==> config.mk <==
export PLATFORM = sky130hd
export DESIGN_NAME = countdown_timer
export DESIGN_NICKNAME = d
export VERILOG_FILES = /design/src/rtl/countdown_timer_pkg.sv /design/src/rtl/countdown_timer.sv
export SDC_FILE = /design/constraint.sdc
export NUM_CORES = 1
export LEC_CHECK = 0
export BUFFER_PORTS_ARGS = -buffer_cell sky130_fd_sc_hd__clkbuf_2
export CORE_MARGIN = 4
export CORE_UTILIZATION = 51
export CTS_BUF_LIST = sky130_fd_sc_hd__clkbuf_8
export DETAILED_ROUTE_END_ITERATION = 7
export PLACE_DENSITY = 0.77
export SYNTH_ARGS = -nofsm -noshare
export SYNTH_HDL_FRONTEND = slang
export SYNTH_SLANG_ARGS = --single-unit
==> constraint.sdc <==
create_clock -name clk -period 1.9 [get_ports clk]
set_clock_uncertainty 0.1 [all_clocks]
set_input_delay 0 -clock clk [delete_from_list [all_inputs] [get_ports clk]]
set_output_delay 0 -clock clk [all_outputs]
set_load 0.02 [all_outputs]
==> src/rtl/countdown_timer_pkg.sv <==
// countdown_timer_pkg
//   Shared definitions for the countdown timer: the state encoding. The unused
//   encoding 2'd3 is never entered and is decoded as IDLE by the timer.
package countdown_timer_pkg;

  typedef enum logic [1:0] {
    TMR_IDLE = 2'd0,  // post-reset or loaded with zero; waits for a load
    TMR_RUN  = 2'd1,  // counting down
    TMR_DONE = 2'd2,  // one-shot run finished; waits for a load
    TMR_RSVD = 2'd3   // unreachable
  } tmr_state_e;

endpackage

==> src/rtl/countdown_timer.sv <==
// countdown_timer
//   Loadable down-counter with terminal-count pulse and optional auto-reload.
//   Used as the interval timer and as a wait-state/delay generator.
//
// Ports
//   clk          system clock, all state changes on the rising edge
//   reset        synchronous active-high reset
//   enable       1 = decrement this cycle while running, 0 = hold
//   load         1 = capture load_value into count and the reload register
//   load_value   start/reload value (unsigned, SIZE bits)
//   auto_reload  sampled at the terminal edge: 1 = restart from the reload value
//   count        current count (registered)
//   expired      one-cycle registered pulse on terminal count
//   busy         registered, high while running
module countdown_timer
  import countdown_timer_pkg::*;
#(
  parameter int SIZE = 10
) (
  input  logic            clk,
  input  logic            reset,
  input  logic            enable,
  input  logic            load,
  input  logic [SIZE-1:0] load_value,
  input  logic            auto_reload,
  output logic [SIZE-1:0] count,
  output logic            expired,
  output logic            busy
);

  localparam logic [SIZE-1:0] TERM = SIZE'(1);
  localparam logic [SIZE-1:0] ZERO = '0;

  tmr_state_e      state_q, state_d;
  logic [SIZE-1:0] count_q, count_d;
  logic [SIZE-1:0] reload_q, reload_d;
  logic            expired_q, expired_d;
  logic            busy_q, busy_d;

  always_comb begin
    state_d   = state_q;
    count_d   = count_q;
    reload_d  = reload_q;
    expired_d = 1'b0;

    if (load) begin
      // A load aborts whatever was in progress, including a terminal edge
      // happening in the same cycle, so no pulse is produced for that run.
      count_d  = load_value;
      reload_d = load_value;
      state_d  = (load_value != ZERO) ? TMR_RUN : TMR_IDLE;
    end else begin
      unique case (state_q)
        TMR_RUN: begin
          if (enable) begin
            if (count_q == TERM) begin
              expired_d = 1'b1;
              if (auto_reload) begin
                // Reload directly from 1 so the count never shows 0.
                count_d = reload_q;
              end else begin
                count_d = ZERO;
                state_d = TMR_DONE;
              end
            end else if (count_q != ZERO) begin
              count_d = count_q - SIZE'(1);
            end
          end
        end
        TMR_IDLE, TMR_DONE: begin
          state_d = state_q;
        end
        default: begin
          state_d = TMR_IDLE;
        end
      endcase
    end

    busy_d = (state_d == TMR_RUN);
  end

  always_ff @(posedge clk) begin
    if (reset) begin
      state_q   <= TMR_IDLE;
      count_q   <= ZERO;
      reload_q  <= ZERO;
      expired_q <= 1'b0;
      busy_q    <= 1'b0;
    end else begin
      state_q   <= state_d;
      count_q   <= count_d;
      reload_q  <= reload_d;
      expired_q <= expired_d;
      busy_q    <= busy_d;
    end
  end

  assign count   = count_q;
  assign expired = expired_q;
  assign busy    = busy_q;

endmodule
==> impl_metrics.ini, run 1 <==
[status]
outcome = completed

[synth]
yosysWarnings = 0
synth_area_um2 = 1424
yosysMostFrequentCell = nand2_1
synth_edf_count = 0
ys_top_cells_by_count = 27 x nand2_1, 24 x dfxtp_1, 18 x a21oi_1
synth.net_count = 191
synthTopCellsByArea = dfxtp_1 34%, nand2_1 7.1%, a21oi_1 6.3%
yosysUniqueCellTypes = 55
ys.flop_type = dfxtp_1
syn_area_per_cell_um2 = 8.230
syn_inst = 173
netlist.area_leader.share_pct = 33.74
ys_seq_area_share_pct = 33.74
synthArstFlopShare_pct = 0
synth_area_leader_cell = dfxtp_1
synth_seq_cells = 24

[cts]
cts_setup_buffers = 0
clk_pin_slew_ps = 90
ctsLongestPathBuffers = 2
cts-root-buf = clkbuf_8
tritoncts = built
cts_buffers = 3
cts_sinks = 24
cts_htree_levels = 1
clkLatencyLatePin_ps = 270

[worst_setup_path]
worst-setup-path-type = register to register
regToRegEndpoint = count[3]$_SDFFE_PP0P_
crit_family = simple AND/OR/NAND/NOR gates
regToRegSetupSlack_ps = 30
worstRegToRegCells = 5
arrival_ps = 1990
path_max_fanout = 6
end_kind = register
cp_slowest_cell = or4_2
worstSetupStartpointType = register
worstPathCellList = buf_4 -> or2_2 -> or4_2 -> o211ai_1 -> a32o_1
crit_required_ps = 2020
path_buf_inv = 1
critPathMaxStageDelay_ps = 560
timing.rr.start = count[1]$_SDFFE_PP0P_
crit_start = count[1]$_SDFFE_PP0P_

[global_routing]
grt_pass1_vias = 1631
grt_pass1_wl_um = 7845
grt_max_degree = 16
track_usage_pct = 28.58
antenna_found_initial = 0
grt.overflow.total = 0

[min_path]
hold-path-cell-count = 4
holdCritStartpoint = auto_reload
min_to = count[8]$_SDFFE_PP0P_
hold_path.class = input port to register

[sta]
drv_slew = 0
period_minus_slack_ps = 1875
rsz0062_at_grt = true
finalHoldViolCount = 0
finalCritPeriodShare_pct = 98.66
fmax_mhz = 533.5
tightest_slew_ps = 542.4
setup_viol = 0
relSlewSlack_pct = 63.80

[floorplan]
die_h_um = 60.84
core_um2 = 2567
die_w_um = 60.84
design.die.area_um2 = 3702
ios = 27
std_cell_rows = 18
start_util_pct = 55.46

[route]
routed_wl_um = 4752
post_drt_wl_per_cell_um = 18.42
route.detailed.drc = 0
ant_nets = 0
drt_iter0_markers = 247
vias = 1693
firstDrtPassIters = 4
via_per_inst = 6.562

[placed_design]
placedCellCount = 237
gp_congestion = 0.8733
dp_hpwl_um = 3062
portBuffers = 26

[final_layout]
drive_gt1_share_pct = 31.58
nFillCells = 171
regArea_um2 = 480.5
finalNonFillerCells = 258
layout.nets = 247
insertedDiodeCount = 0
multiInputGateArea_um2 = 922.1
area.growth.synth_to_final_pct = 36.38

[power]
powerDensity_nw_per_um2 = 737.5
p_leak_nw = 0.8104
max-vdd-ir-drop_v = 0.0005991
p_total_mw = 1.432

[job]
maxCapViolations = 0
through the flow:
stage          setup WS, ps  area (um^2)  hold slack (ps)  utilization (%)  TNS (ps)
2_1_floorplan         3.575         1426            59.22                -         0
3_3_place_gp          93.29         1672            178.1            65.11         0
3_5_place_dp          29.69         1672            194.9            65.11         0
4_1_cts               2.075         1903            78.37            74.12         0
5_1_grt              -45.90         1942            95.75            75.63    -112.8
6_report              25.44         1942            99.55            75.63         0
sequential cells by signal, summed over array words and instances, names as in the netlist:
| signal | count |
|---|---|
| reload_q | 10 |
| busy | 1 |
| expired | 1 |
| count | 10 |
| state_q | 2 |
timing repair:
action,in CTS,in global routing
resized for setup,1,9
endpoints found under the hold margin,14,0
pin swaps,0,1
hold buffers,17,0
gates cloned,0,0
endpoints found under the setup margin,1,9
placed cells by master (no fill, tap or decap), types with 2 or more instances in the layout:
cell	count
nand2_1	27
clkbuf_2	26
dfxtp_1	24
a21oi_1	17
dlygate4sd3_1	17
buf_4	17
nand4_1	7
nor2_1	7
inv_1	5
nand3_1	4
o21ai_0	4
a32o_1	4
clkbuf_8	4
nor3_1	3
nor4_2	3
nor2b_1	3
o211ai_1	3
o221a_2	3
o22ai_1	3
nor4_1	2
a31oi_1	2
a311oi_1	2
or4_4	2
or3_1	2
and3b_1	2
nor3b_1	2
ha_2	2
how the worst max path moves through the flow:
stage / end / slack [ps] / cells past startpoint
floorplan: count[8]$_SDFFE_PP0P_ / 4 / 6
detailed placement: count[8]$_SDFFE_PP0P_ / 30 / 6
CTS: count[8]$_SDFFE_PP0P_ / 2 / 6
global route: count[2]$_SDFFE_PP0P_ / -50 / 5
global placement: count[4]$_SDFFE_PP0P_ / 90 / 6
finish: count[3]$_SDFFE_PP0P_ / 30 / 5
power by group:
group	total, mW	internal, mW	switching (mW)
registers	0.572	0.537	0.0353
logic	0.496	0.217	0.279
clock network	0.364	0.186	0.178
total	1.43	0.940	0.492
cell type report:
| class | count | share of cell area, % |
|---|---|---|
| well taps | 30 | 1.933 |
| repair buffers | 60 | 22.04 |
| inverters | 5 | 0.9665 |
| flip-flops and latches | 24 | 24.74 |
| clock buffers | 4 | 2.835 |
| multi-input cells | 135 | 47.49 |
logic make-up (layout without fill, tap and decap cells):
| kind of cell | count (synthesis) | after routing | synth area share [%] |
|---|---|---|---|
| simple gates | 79 | 79 | 31.81 |
| compound gates | 51 | 51 | 25.66 |
| flops | 24 | 24 | 33.74 |
| buf+inv | 14 | 69 | 4.832 |
| fa+ha+maj | 3 | 3 | 2.636 |
| xor+xnor | 1 | 1 | 0.6152 |
| mux | 1 | 1 | 0.7030 |
per-layer routing:
layer  vias up  routed length, um  track usage, %
li1        772                  -               -
met1       793               1965           37.00
met2       105               2223           44.89
met3        23                377           4.255
met4         0                185           16.72
met5         -                  0               0
tightest hold or removal path, stage by stage:
cell and delay [ps]:
clkbuf_2 130, nand2_1 90, o32a_1 150, a21oi_1 60
Power figures use the tool's default switching activity.
==> inputs of run 2 (changes only) <==
--- a/config.mk
+++ b/config.mk
@@ -6,11 +6,12 @@
 export NUM_CORES = 1
 export LEC_CHECK = 0
 export BUFFER_PORTS_ARGS = -buffer_cell sky130_fd_sc_hd__clkbuf_2
+export CORE_ASPECT_RATIO = 0.5
 export CORE_MARGIN = 4
 export CORE_UTILIZATION = 51
 export CTS_BUF_LIST = sky130_fd_sc_hd__clkbuf_8
 export DETAILED_ROUTE_END_ITERATION = 7
-export PLACE_DENSITY = 0.77
+export PLACE_DENSITY = 0.8
 export SYNTH_ARGS = -nofsm -noshare
 export SYNTH_HDL_FRONTEND = slang
 export SYNTH_SLANG_ARGS = --single-unit
==> run 2 against run 1 <==
Compared with the run above: the run now ends with setup timing left; utilization fell by 3.6 points; sequential power shrank 1%; clock power shrank 16%; wire length rose by 14%; critical path type unchanged; highest routed layer unchanged.
==> impl_metrics.ini, run 2 (same netlist as run 1, synthesis figures left out) <==
[route]
ant_nets = 0
via_per_inst = 6.833
firstDrtPassIters = 6
post_drt_wl_per_cell_um = 20.60
drt_iter0_markers = 370
vias = 1797
route.detailed.drc = 0
routed_wl_um = 5419

[power]
combPwrFrac_pct = 37.7
max-vdd-ir-drop_v = 0.0003429
p_leak_nw = 0.7872
clkPwrFrac_pct = 21.9
powerDensity_nw_per_um2 = 738.1
p_total_mw = 1.400
p_switching_mw = 0.5021
internal_power_mw = 0.8979
swShare_pct = 35.86
seqPwrFrac_pct = 40.4

[status]
outcome = complete, but fails checks
violations = setup timing

[cts]
cts-root-buf = clkbuf_8
ctsLongestPathBuffers = 2
cts_setup_buffers = 0
cts_sinks = 24
tritoncts = built
cts_buffers = 3
cts_htree_levels = 1
clkLatencyLatePin_ps = 270
clk_pin_slew_ps = 80

[worst_setup_path]
worstSetupStartpointType = register
crit_required_ps = 1960
cp_slowest_cell = or4_4
path_max_fanout = 5
end_kind = register
worstPathCellList = or4_4 -> nor3_4 -> a2111oi_0 -> a311o_1
worst-setup-path-type = register to register
critPathMaxStageDelay_ps = 630
arrival_ps = 1980

[placed_design]
place_ws_ps = 30.06
gp_congestion = 0.9591
portBuffers = 26
dp_hpwl_um = 3280

[final_layout]
area.growth.synth_to_final_pct = 33.22
drive_gt1_share_pct = 31.86
layout_commonest_cell = nand2_1
insertedDiodeCount = 0
layout.nets = 246
layout_common_cells = 27 x nand2_1, 26 x clkbuf_2, 24 x dfxtp_1
nFillCells = 193

[floorplan]
std_cell_rows = 13
start_util_pct = 54.04
die_w_um = 82.73
ios = 27
core_um2 = 2635
die_h_um = 45.36
design.die.area_um2 = 3752

[sta]
period_minus_slack_ps = 1918
finalHoldViolCount = 0
drv_slew = 0
fmax_mhz = 521.5
tns_ps = -17.51
setup_ws_ps = -17.51
rsz0062_at_grt = true
finalCritPeriodShare_pct = 100.9
setup_viol = 1
relSlewSlack_pct = 58.19
tightest_slew_ps = 621.5

[global_routing]
track_usage_pct = 28.35
grt.overflow.total = 0
grt_max_degree = 20
grt_pass1_wl_um = 7721
grt_pass1_vias = 1607
antenna_found_initial = 0

[job]
maxCapViolations = 0

[min_path]
hold_path.class = input port to register
[run 2: changes by cell type in the layout (fill, tap and decap cells not counted), sizes merged]
cell         delta
dlygate4sd3     -6
buf             +5
clkbuf          -1
[run 2: layout make-up]
class / instances / area [um^2] / area share [%]
Timing Repair Buffer: 59 / 405.4 / 21.37
Clock buffer: 3 / 41.29 / 2.177
Multi-Input combinational cell: 135 / 904.6 / 47.69
Tap cell: 37 / 46.29 / 2.441
Inverter: 5 / 18.77 / 0.9894
Sequential cell: 24 / 480.5 / 25.33
[run 2: worst max-delay path, delay by kind of cell, from the launching register on]
family	cells	cell delay [ps]
flops	1	380
compound gates	2	460
simple gates	2	860
[run 2: final timing paths]
kind,from,end,slack [ps],depth (start not counted)
max,count[8]$_SDFFE_PP0P_,count[7]$_SDFFE_PP0P_,-20,4
min,load,reload_q[0]$_SDFFE_PP0P_,140,3
max reg2reg,count[8]$_SDFFE_PP0P_,count[7]$_SDFFE_PP0P_,-20,4
min reg2reg,reload_q[1]$_SDFFE_PP0P_,reload_q[1]$_SDFFE_PP0P_,370,2
[run 2: power by group through the flow]
stage	Combinational, mW	Sequential (mW)	Clock (mW)
3_5_place_dp	0.451	0.572	0
2_1_floorplan	0.246	0.606	0
3_3_place_gp	0.441	0.570	0
5_1_grt	0.550	0.567	0.323
4_1_cts	0.472	0.561	0.308
6_report	0.528	0.565	0.307
[run 2: repair_timing]
item | in CTS | in global routing
hold endpoints to repair | 13 | 0
resized for setup | 0 | 6
hold buffers | 11 | 0
endpoints found under the setup margin | 0 | 7
[run 2: stage by stage]
step                instances  instance area, um^2  util (%)  hold slack (ps)
finish                    263                 1897     71.98            137.6
global route              263                 1897     71.98            150.3
CTS                       263                 1869     70.94            104.6
detailed placement        249                 1718     65.19            182.2
global placement          249                 1718     65.19            174.4
floorplan                 173                 1426         -            59.22
[run 2: metal layers]
layer / track usage [%] / up-vias / wire (um) / part of all wire, %
li1: - / 767 / - / -
met1: 34.18 / 808 / 2014 / 37
met2: 45.38 / 162 / 2312 / 43
met3: 9.363 / 60 / 722 / 13
met4: 15.31 / 0 / 369 / 6.8
met5: 0 / - / 0 / 0
==> inputs of run 3 (changes only) <==
--- a/config.mk
+++ b/config.mk
@@ -5,6 +5,7 @@
 export SDC_FILE = /design/constraint.sdc
 export NUM_CORES = 1
 export LEC_CHECK = 0
+export ABC_AREA = 1
 export BUFFER_PORTS_ARGS = -buffer_cell sky130_fd_sc_hd__clkbuf_2
 export CORE_ASPECT_RATIO = 0.5
 export CORE_MARGIN = 4
==> run 3 against run 2 <==
Compared with the run above: the run now ends clean; wire length is 29% lower; via count down 17%; total power rose by 1.1%; register-to-register slack better by 180 ps; hold slack worse by 100 ps; critical endpoint is now count[2]$_SDFFE_PP0P_; largest cell class unchanged; highest routed layer unchanged.
==> impl_metrics.ini, run 3 <==
[global_routing]
track_usage_pct = 21.43
grt.overflow.total = 0
grt_pass1_vias = 1323
antenna_found_initial = 0
grt_pass1_wl_um = 6327
grt_max_degree = 19

[cts]
ctsLongestPathBuffers = 2
clk_pin_slew_ps = 90
cts_htree_levels = 1
cts_sinks = 24
cts_setup_buffers = 0
cts_buffers = 3
clkLatencyLatePin_ps = 270
cts-root-buf = clkbuf_8
tritoncts = built

[final_layout]
post-route-util_pct = 67.24
insertedDiodeCount = 0
layout_commonest_cell = nand2_1
final_area_um2 = 1772
layout.nets = 265
finalNonFillerCells = 283
area.growth.synth_to_final_pct = 23.13
layout_common_cells = 51 x nand2_1, 29 x nor2_1, 26 x clkbuf_2
drive_gt1_share_pct = 19.92

[placed_design]
gp_congestion = 0.9116
place_ws_ps = 123.2
placedCellCount = 268
dp_hpwl_um = 2744
portBuffers = 26
placed_area_um2 = 1590

[synth]
synth.net_count = 228
yosysUniqueCellTypes = 26
synth_area_leader_cell = dfxtp_1
yosysWarnings = 0
synthTopCellsByArea = dfxtp_1 33%, nand2_1 13%, nor2_1 7.6%
netlist.area_leader.share_pct = 33.39
ys_top_cells_by_count = 51 x nand2_1, 29 x nor2_1, 24 x dfxtp_1
ys.flop_type = dfxtp_1
syn_inst = 210
synthArstFlopShare_pct = 0
syn_area_per_cell_um2 = 6.852
yosysMostFrequentCell = nand2_1
synth_seq_cells = 24
synth_area_um2 = 1439
synth_edf_count = 0
ys_seq_area_share_pct = 33.39

[route]
route.detailed.drc = 0
ant_nets = 0
vias = 1493
firstDrtPassIters = 5
post_drt_wl_per_cell_um = 13.53
drt_iter0_markers = 140
via_per_inst = 5.276
routed_wl_um = 3830

[power]
p_leak_nw = 0.8457
max-vdd-ir-drop_v = 0.0004527
p_total_mw = 1.415
powerDensity_nw_per_um2 = 798.6

[worst_setup_path]
crit_start = count[1]$_SDFFE_PP0P_
timing.rr.start = count[1]$_SDFFE_PP0P_
crit_required_ps = 1970
regToRegSetupSlack_ps = 170
worstPathCellList = inv_1 -> ha_1 -> nor2_1 -> nand2_2 -> o21bai_4 -> nand2_4 -> o21ai_1 -> inv_1 -> nand2_1 -> inv_1
cp_slowest_cell = dfxtp_1
crit_family = simple AND/OR/NAND/NOR gates
worstSetupStartpointType = register
path_buf_inv = 3
critPathMaxStageDelay_ps = 380
cp.depth = 10
worstRegToRegCells = 10
worst-setup-path-type = register to register
end_kind = register
endpoint = count[2]$_SDFFE_PP0P_
path_max_fanout = 12
crit_top_cell = inv_1
regToRegEndpoint = count[2]$_SDFFE_PP0P_
arrival_ps = 1810

[sta]
period_minus_slack_ps = 1735
finalHoldViolCount = 0
drv_slew = 0
finalCritPeriodShare_pct = 91.29
relSlewSlack_pct = 66.16
tightest_slew_ps = 507.1
fmax_mhz = 576.5
tns_ps = 0
rsz0062_at_grt = false
setup_viol = 0
setup_ws_ps = 165.4
timing.hold.ws_ps = 33.58

[job]
maxCapViolations = 0

[floorplan]
ios = 27
die_h_um = 45.56
die_w_um = 83.12
design.die.area_um2 = 3787
start_util_pct = 54.61
std_cell_rows = 13
core_um2 = 2635

[min_path]
hold_path.class = input port to register

[status]
outcome = completed
-- run 3: cell count changes after synthesis, sizes merged, moves of 4 or more --
| cell | before | now |
|---|---|---|
| nand2 | 27 | 58 |
| nor2 | 8 | 37 |
| inv | 5 | 19 |
| nand3 | 4 | 17 |
| o21ai | 4 | 10 |
| a32o | 5 | 0 |
| nor2b | 4 | 0 |
| nor3 | 5 | 1 |
| o211ai | 4 | 0 |
| xnor2 | 0 | 4 |
-- run 3: cell families (layout without fill, tap and decap cells) --
logic type / after synthesis / after routing / synth area share [%]
adder cells (fa/ha/maj): 3 / 3 / 2.609
AND/OR/NAND/NOR: 122 / 122 / 41.39
AO/OA/AOI/OAI: 30 / 30 / 11.74
buffers and inverters: 25 / 61 / 7.217
flip-flops: 24 / 24 / 33.39
XOR/XNOR: 6 / 6 / 3.652
-- run 3: worst min path at each step --
stage / start / to / slack, ps / cells after the start
after floorplan: enable / expired$_SDFF_PP0_ / 50 / 2
after global placement: enable / expired$_SDFF_PP0_ / 180 / 3
after detailed placement: enable / expired$_SDFF_PP0_ / 190 / 3
after CTS: load / expired$_SDFF_PP0_ / 20 / 2
after global routing: load / expired$_SDFF_PP0_ / 50 / 2
final: load / expired$_SDFF_PP0_ / 30 / 2
-- run 3: repair_timing --
item | in CTS | in global routing
setup endpoints to repair | 0 | 3
hold buffers | 11 | 0
resized for setup | 0 | 2
endpoints found under the hold margin | 14 | 0
-- run 3: layer usage --
layer	wire [um]	vias up	GRT usage [%]
li1	-	749	-
met1	1787	670	29.15
met2	1644	72	34.39
met3	379	2	5.776
met4	19	0	5.537
met5	0	-	0
-- run 3: power by group --
group	internal, mW	switching (mW)	total [mW]
Sequential	0.537	0.0442	0.581
Combinational	0.145	0.238	0.383
Clock	0.282	0.169	0.451
-- run 3: cell type report --
type                    count  area [um^2]
fillers                   237        863.3
multi-input cells         161        854.6
flip-flops and latches     24        480.5
repair buffers             38        247.7
inverters                  19        71.32
well taps                  37        46.29
clock buffers               3        41.29
clock inverters             1        30.03
